--- src/rtl/orclr_event_src.sv ---
// orclr_event_src: edge-detecting event front-end with per-bit holdoff, driving the set input of a write-1-to-clear status register.
// Optional feature macro: EVT_SYNC_EN (adds a 2-FF synchroniser per line; arm time 3 cycles instead of 1).
// Ports:
//   clk_i        system clock
//   rst_i        asynchronous active-high reset
//   evt_async_i  raw event lines
//   rise_en_i    per-bit rising-edge enable
//   fall_en_i    per-bit falling-edge enable
//   enable_i     global enable for event acceptance and holdoff loading
//   miss_clr_i   synchronous clear of the missed-event counter
//   evt_o        registered one-cycle set pulses
//   miss_cnt_o   saturating count of cycles with at least one suppressed edge
module orclr_event_src #(
    parameter int N       = 32,
    parameter int HOLDOFF = 4,
    parameter int MISS_W  = 16
) (
    input  logic              clk_i,
    input  logic              rst_i,
    input  logic [N-1:0]      evt_async_i,
    input  logic [N-1:0]      rise_en_i,
    input  logic [N-1:0]      fall_en_i,
    input  logic              enable_i,
    input  logic              miss_clr_i,
    output logic [N-1:0]      evt_o,
    output logic [MISS_W-1:0] miss_cnt_o
);
`ifdef EVT_SYNC_EN
    localparam logic [1:0] ARM = 2'd3;
`else
    localparam logic [1:0] ARM = 2'd1;
`endif
    localparam int HW = HOLDOFF > 0 ? $clog2(HOLDOFF + 1) : 1;
    localparam logic [HW-1:0] HLOAD = HW'(HOLDOFF);

    logic [N-1:0] s, prev, edg, acc, sup;
    logic [1:0]   arm_cnt;
    logic         armed, any_sup;

`ifdef EVT_SYNC_EN
    logic [N-1:0] s1, s2;
    always_ff @(posedge clk_i or posedge rst_i)
        if (rst_i) begin
            s1 <= '0;
            s2 <= '0;
        end else begin
            s1 <= evt_async_i;
            s2 <= s1;
        end
    assign s = s2;
`else
    assign s = evt_async_i;
`endif

    // Arming waits until prev holds a real post-reset sample, so a line
    // already high at release is not mistaken for a rising edge.
    assign armed = arm_cnt == ARM;

    always_ff @(posedge clk_i or posedge rst_i)
        if (rst_i) begin
            arm_cnt <= '0;
            prev    <= '0;
            evt_o   <= '0;
        end else begin
            arm_cnt <= armed ? arm_cnt : arm_cnt + 2'd1;
            prev    <= s;
            evt_o   <= acc;
        end

    assign edg = (s & ~prev & rise_en_i) | (~s & prev & fall_en_i);

    genvar b;
    generate
        for (b = 0; b < N; b++) begin : g_bit
            logic [HW-1:0] hcnt;
            logic          hz;
            assign hz     = hcnt == '0;
            assign acc[b] = edg[b] & armed & enable_i & hz;
            assign sup[b] = edg[b] & armed & enable_i & ~hz;
            always_ff @(posedge clk_i or posedge rst_i)
                if (rst_i)
                    hcnt <= '0;
                else if (acc[b])
                    hcnt <= HLOAD;
                else if (!hz)
                    hcnt <= hcnt - HW'(1);
        end
    endgenerate

    assign any_sup = |sup;

    // Counts cycles, not bits; a clear coinciding with a suppression keeps that one miss.
    always_ff @(posedge clk_i or posedge rst_i)
        if (rst_i)
            miss_cnt_o <= '0;
        else if (miss_clr_i)
            miss_cnt_o <= MISS_W'(any_sup);
        else if (any_sup && miss_cnt_o != '1)
            miss_cnt_o <= miss_cnt_o + MISS_W'(1);
endmodule
--- config.mk ---
export PLATFORM = sky130hd
export DESIGN_NAME = orclr_event_src
export DESIGN_NICKNAME = d
export VERILOG_FILES = /design/src/rtl/orclr_event_src.sv
export SDC_FILE = /design/constraint.sdc
export NUM_CORES = 1
export LEC_CHECK = 0
export CAP_MARGIN = 20
export CELL_PAD_IN_SITES_DETAIL_PLACEMENT = 1
export CELL_PAD_IN_SITES_GLOBAL_PLACEMENT = 1
export CORE_AREA = 2 2 126 190
export CTS_BUF_LIST = sky130_fd_sc_hd__clkbuf_4
export DETAILED_ROUTE_END_ITERATION = 8
export DIE_AREA = 0 0 128 192
export GPL_TIMING_DRIVEN = 0
export HOLD_SLACK_MARGIN = 0.08
export PLACE_DENSITY = 0.89
export RECOVER_POWER = 100
export SLEW_MARGIN = 20
export SYNTH_ARGS = -nofsm -noshare
export SYNTH_HDL_FRONTEND = slang
export SYNTH_SLANG_ARGS = --single-unit
--- constraint.sdc ---
create_clock -name clk_i -period 4.97 [get_ports clk_i]
set_input_delay 0.497 -clock clk_i [delete_from_list [all_inputs] [get_ports clk_i]]
set_output_delay 0.497 -clock clk_i [all_outputs]
set_load 0.02 [all_outputs]
==> Word level (Yosys, flattened, before mapping) <==
Cells that the tools add are included.
{ "classes": {"n_eq_ne": 34, "n_mux": 66, "bitwise": 167, "n_addsub": 34, "n_reduce_logical": 35} }
{ "op_table": {"columns": ["operator", "count"], "rows": [
  ["$mux 3", 64],
  ["$and 1x1->1", 128],
  ["$and 32x32->32", 4],
  ["$logic_not 3->1", 32],
  ["$sub 3x1->3 const B", 32],
  ["$ne 2x2->1 const B", 32],
  ["$not 32->32", 2],
  ["$mux 16", 2],
  ["$not 1->1", 32],
  ["$or 32x32->32", 1],
  ["$reduce_or 32->1", 1],
  ["$add 16x1->16 const B", 1],
  ["$ne 16x16->1 const B", 1],
  ["$add 2x1->2 const B", 1],
  ["$eq 2x1->1 const B", 1],
  ["$reduce_bool 2->1", 1],
  ["$logic_and 1x1->1", 1]
]} }
{ "word_totals": {"wordCells": 372, "regBits": 178} }

==> Depth between registers and ports, before layout <==
{ "depth": {"depth_word": 11, "ltp_mapped": 11, "mapped_depth_nobuf": 9} }

==> Worst setup path before layout <==
No wires, ideal clock.
{ "synth_timing": {"path_kind": "reg2reg", "startpoint": "register arm_cnt[1]", "endpoint": "register miss_cnt_o[3]", "slack_ps": 2745, "path_stages_with_launch": 12, "required_time_ps": 4845, "t_arrival_ps": 2101, "path_cell_list": "dfrtp_1 -> inv_1 -> ha_1 -> nand2_4 -> buf_6 -> a211oi_1 -> a2111oi_0 -> nand4_1 -> nor2_2 -> buf_6 -> nor4b_1 -> mux2_2"} }
{ "synth_via": {"elab_chain_cells": 7, "word_cells_on_any_way": 100} }
{ "synth_lines": {"columns": ["element", "line", "text"], "rows": [
  ["from (decl)", "37", "logic [1:0] arm_cnt;"],
  ["from (signal assigned)", "65", "arm_cnt <= armed ? arm_cnt : arm_cnt + 2'd1;"],
  ["$eq 2x1->1 (*)", "57", "assign armed = arm_cnt == ARM;"],
  ["$and 1x1->1 (3 in a row)", "79", "assign sup[b] = edg[b] & armed & enable_i & ~hz;"],
  ["$reduce_or 32->1 (*)", "90", "assign any_sup = |sup;"],
  ["$logic_and 1x1->1 (*)", "98", "else if (any_sup && miss_cnt_o != '1)"],
  ["$reduce_bool 2->1 (no source line) (*)", null, null],
  ["to (signal assigned)", "97", "miss_cnt_o <= MISS_W'(any_sup);"],
  ["to (signal assigned)", "99", "miss_cnt_o <= miss_cnt_o + MISS_W'(1);"],
  ["to (decl)", "26", "output logic [MISS_W-1:0] miss_cnt_o"]
]} }
Every way passes the cells marked *; elsewhere a longest branch is shown, timed or not.
A chain may end at the register's enable or synchronous reset.

==> Worst setup path in the final report <==
{ "layout_timing": {"startpoint": "register arm_cnt[0]", "endpoint": "register miss_cnt_o[5]"} }
The elaborated chain is that of the path after synthesis.

==> results.yml <==
hold_path:
  min-delay-path-class: "primary input to async pin"
timing:
  period_share_pct: 73.85
  fin_setup_tns_ns: 0
  hold_ws_ns: 0.3668
  max_slew.worst_pin.slew_ns: 1.875
  period_needed_ns: 3.670
  finClkSkew_ns: 0.02072
  grt_setup_unrepaired: "no"
  hold_viol: 0
  setup_violations: 0
  slew_viol_final: 126
  max_freq_ghz: 0.2725
  max-slew-margin-rel_pct: -25.00
layout:
  drive_gt1_share_pct: 3.807
  area_growth_pct: 24.25
  fillers: 2628
  nNetsFinal: 1231
synthesis:
  yosys-top-cells-area: "dfrtp_1 (50%), ha_1 (9.4%), nand3b_1 (5.5%)"
  synth_top_area_share_pct: 50.45
  syn_inst: 893
  synth_area_sq_um: 8828
  ys_warn_count: 0
  synth_edf_count: 0
  synth_flop_cell: "dfrtp_1"
  synth.net_count: 1059
  ys_types: 36
  synthArstFlopShare_pct: 100.0
  synth-seq-area-share_pct: 50.45
  ys_seq_elements: 178
  synth_area_per_cell_sq_um: 9.886
  yosys.area.top_type: "dfrtp_1"
status:
  outcome: "complete, but fails checks"
  violations: "capacitance limit, slew limit"
clock_network:
  cts_setup_buffers: 0
  cts_tree: "done"
  clk_pin_slew_ns: 0.15
  clock_latency_ns: 0.61
  hold_buffers: 0
  htreeDepth: 4
  root_buffer: "clkbuf_4"
  clkSinkCount: 178
  ctsResizeCount: 0
  cts_buffers: 17
  clockBufferDepth: 2
die:
  die_width_microns: 128
  core.rowCount: 68
  io_pins: 148
  start_util_pct: 38.72
  fp.dieH_microns: 192
  die-area_sq_um: 24580
  core_area_sq_um: 22800
placement:
  place.port_buffers: 147
  hpwl_microns: 18250
  gp_congestion: 0.7973
setup_path:
  crit_path_start_kind: "flop"
  arrival_ns: 4.19
  rr_endpoint: "miss_cnt_o[5]"
  r2r-start: "arm_cnt[0]"
  worstPathRequired_ns: 5.49
  r2r_cells: 10
  cp_max_fo: 10
  crit_start: "arm_cnt[0]"
  endpoint_kind: "flop"
  criticalPathCategory: "flop to flop"
  regToRegSetupSlack_ns: 1.30
drt:
  wl_microns: 23760
  vias: 7259
  via_per_inst: 5.345
  drc: 0
  drt_iter0_markers: 298
  wire_per_inst_microns: 17.50
  drtAntennaViolNets: 0
  drtPass1Iterations: 4
power_and_ir_drop:
  power.internal_mw: 2.998
  switching_share_pct: 38.45
  seqPwrFrac_pct: 45.6
  total_power_mw: 4.870
  p_switching_mw: 1.873
  pwr-share-clk_pct: 17.9
  share_comb_of_total_power_pct: 36.4
  ir_drop_v: 0.0001455
  p_leak_nw: 5.089
  p_per_area_nw_per_um2: 444.0
global_routing:
  grtUsageTotal_pct: 20.41
  grt_pass1_vias: 8040
  overflow: 0
  grt_max_degree: 34
  antenna_found_initial: 3
  grt_pass1_wl_microns: 39220
run:
  maxCapViolCount: 4
[power by group through the flow]
stage | combinational (mW) | clock, mW | sequential [mW]
after global routing | 2.09 | 0.963 | 2.28
after global placement | 1.62 | 0 | 2.20
after CTS | 1.84 | 0.905 | 2.22
final | 1.77 | 0.874 | 2.22
after floorplan | 1.27 | 0 | 2.19
after detailed placement | 1.82 | 0 | 2.25
[critical path, stage by stage, from the launching register on]
cell	delay, ns
dfrtp_1	0.43
ha_1	0.26
nand2_1	0.21
clkbuf_1	0.59
a21oi_1	0.15
a2111oi_0	0.72
nand4_1	0.38
nor2_1	0.28
buf_4	0.22
nor2_1	0.07
mux2_2	0.27
[cell families after synthesis]
| group | Yosys count | share of synthesized area, % |
|---|---|---|
| and+or+nand+nor | 343 | 21.02 |
| xor gates and xnor gates | 2 | 0.1984 |
| DFF | 178 | 50.45 |
| muxes | 13 | 1.559 |
| buffers and inverters | 109 | 5.017 |
| adders and majority gates | 66 | 9.354 |
| AOI/OAI and AO/OA | 182 | 12.40 |
[synthesized netlist by cell type (9+ instances only)]
| master | count |
|---|---|
| a211oi_1 | 60 |
| a21oi_1 | 54 |
| and3_1 | 21 |
| clkbuf_1 | 9 |
| dfrtp_1 | 178 |
| ha_1 | 66 |
| inv_1 | 95 |
| nand2_1 | 79 |
| nand3_1 | 57 |
| nand3b_1 | 65 |
| nor2_1 | 43 |
| nor2b_1 | 35 |
| nor3_1 | 14 |
| o21ai_0 | 58 |
[flip-flops by register name (all words and copies together), names as in the netlist]
name        flops
prev           32
evt_o          32
miss_cnt_o     16
arm_cnt         2
g_bit.hcnt     96
[metrics by stage]
step | util [%] | worst slack, ns | instances | instance area, sq um
3_5_place_dp | 47.28 | 1.554 | 1326 | 10780
4_1_cts | 48.57 | 1.805 | 1357 | 11080
5_1_grt | 48.11 | 0.9496 | 1358 | 10970
3_3_place_gp | 46.72 | 0.5677 | 1320 | 10650
6_report | 48.11 | 1.300 | 1358 | 10970
2_1_floorplan | - | 2.192 | 893 | 8832
[cell usage in the layout (no fill, tap or decap), types with 35 or more instances in the layout]
cell type,Yosys,final
a211oi_1,60,60
a21oi_1,54,54
clkdlybuf4s50_1,0,66
dfrtp_1,178,178
dlygate4sd3_1,0,81
ha_1,66,66
inv_1,95,94
nand2_1,79,80
nand3_1,57,57
nand3b_1,65,65
nor2_1,43,44
nor2b_1,35,35
o21ai_0,58,58
[routing by layer]
layer	up-vias	global-route usage, %	share of wire (%)
li1	3448	-	-
met5	-	0	0.12
met1	3624	22.75	39
met4	4	7.270	2.4
met2	139	37.62	54
met3	44	4.819	4.0
[final cells by class]
type	instances	area [sq um]	share of cell area (%)
antenna	1	2.502	0.02281
buffer	14	78.83	0.7186
clock buffer	17	127.6	1.163
clock inverter	14	166.4	1.517
inverter	95	357.8	3.262
multi-input combinational	606	3921	35.75
sequential	178	4454	40.61
tap	280	350.3	3.194
timing repair buffer	153	1510	13.77
[worst max-delay path by stage]
| stage | endpoint | slack (ns) |
|---|---|---|
| 4_1_cts | miss_cnt_o[5] | 1.80 |
| 3_3_place_gp | g_bit[22].hcnt[1] | 0.57 |
| 5_1_grt | miss_cnt_o[5] | 0.95 |
| 3_5_place_dp | miss_cnt_o[5] | 1.55 |
| 6_report | miss_cnt_o[5] | 1.30 |
| 2_1_floorplan | arm_cnt[0] | 2.19 |
Note: power is estimated with default switching activity, not from simulation.
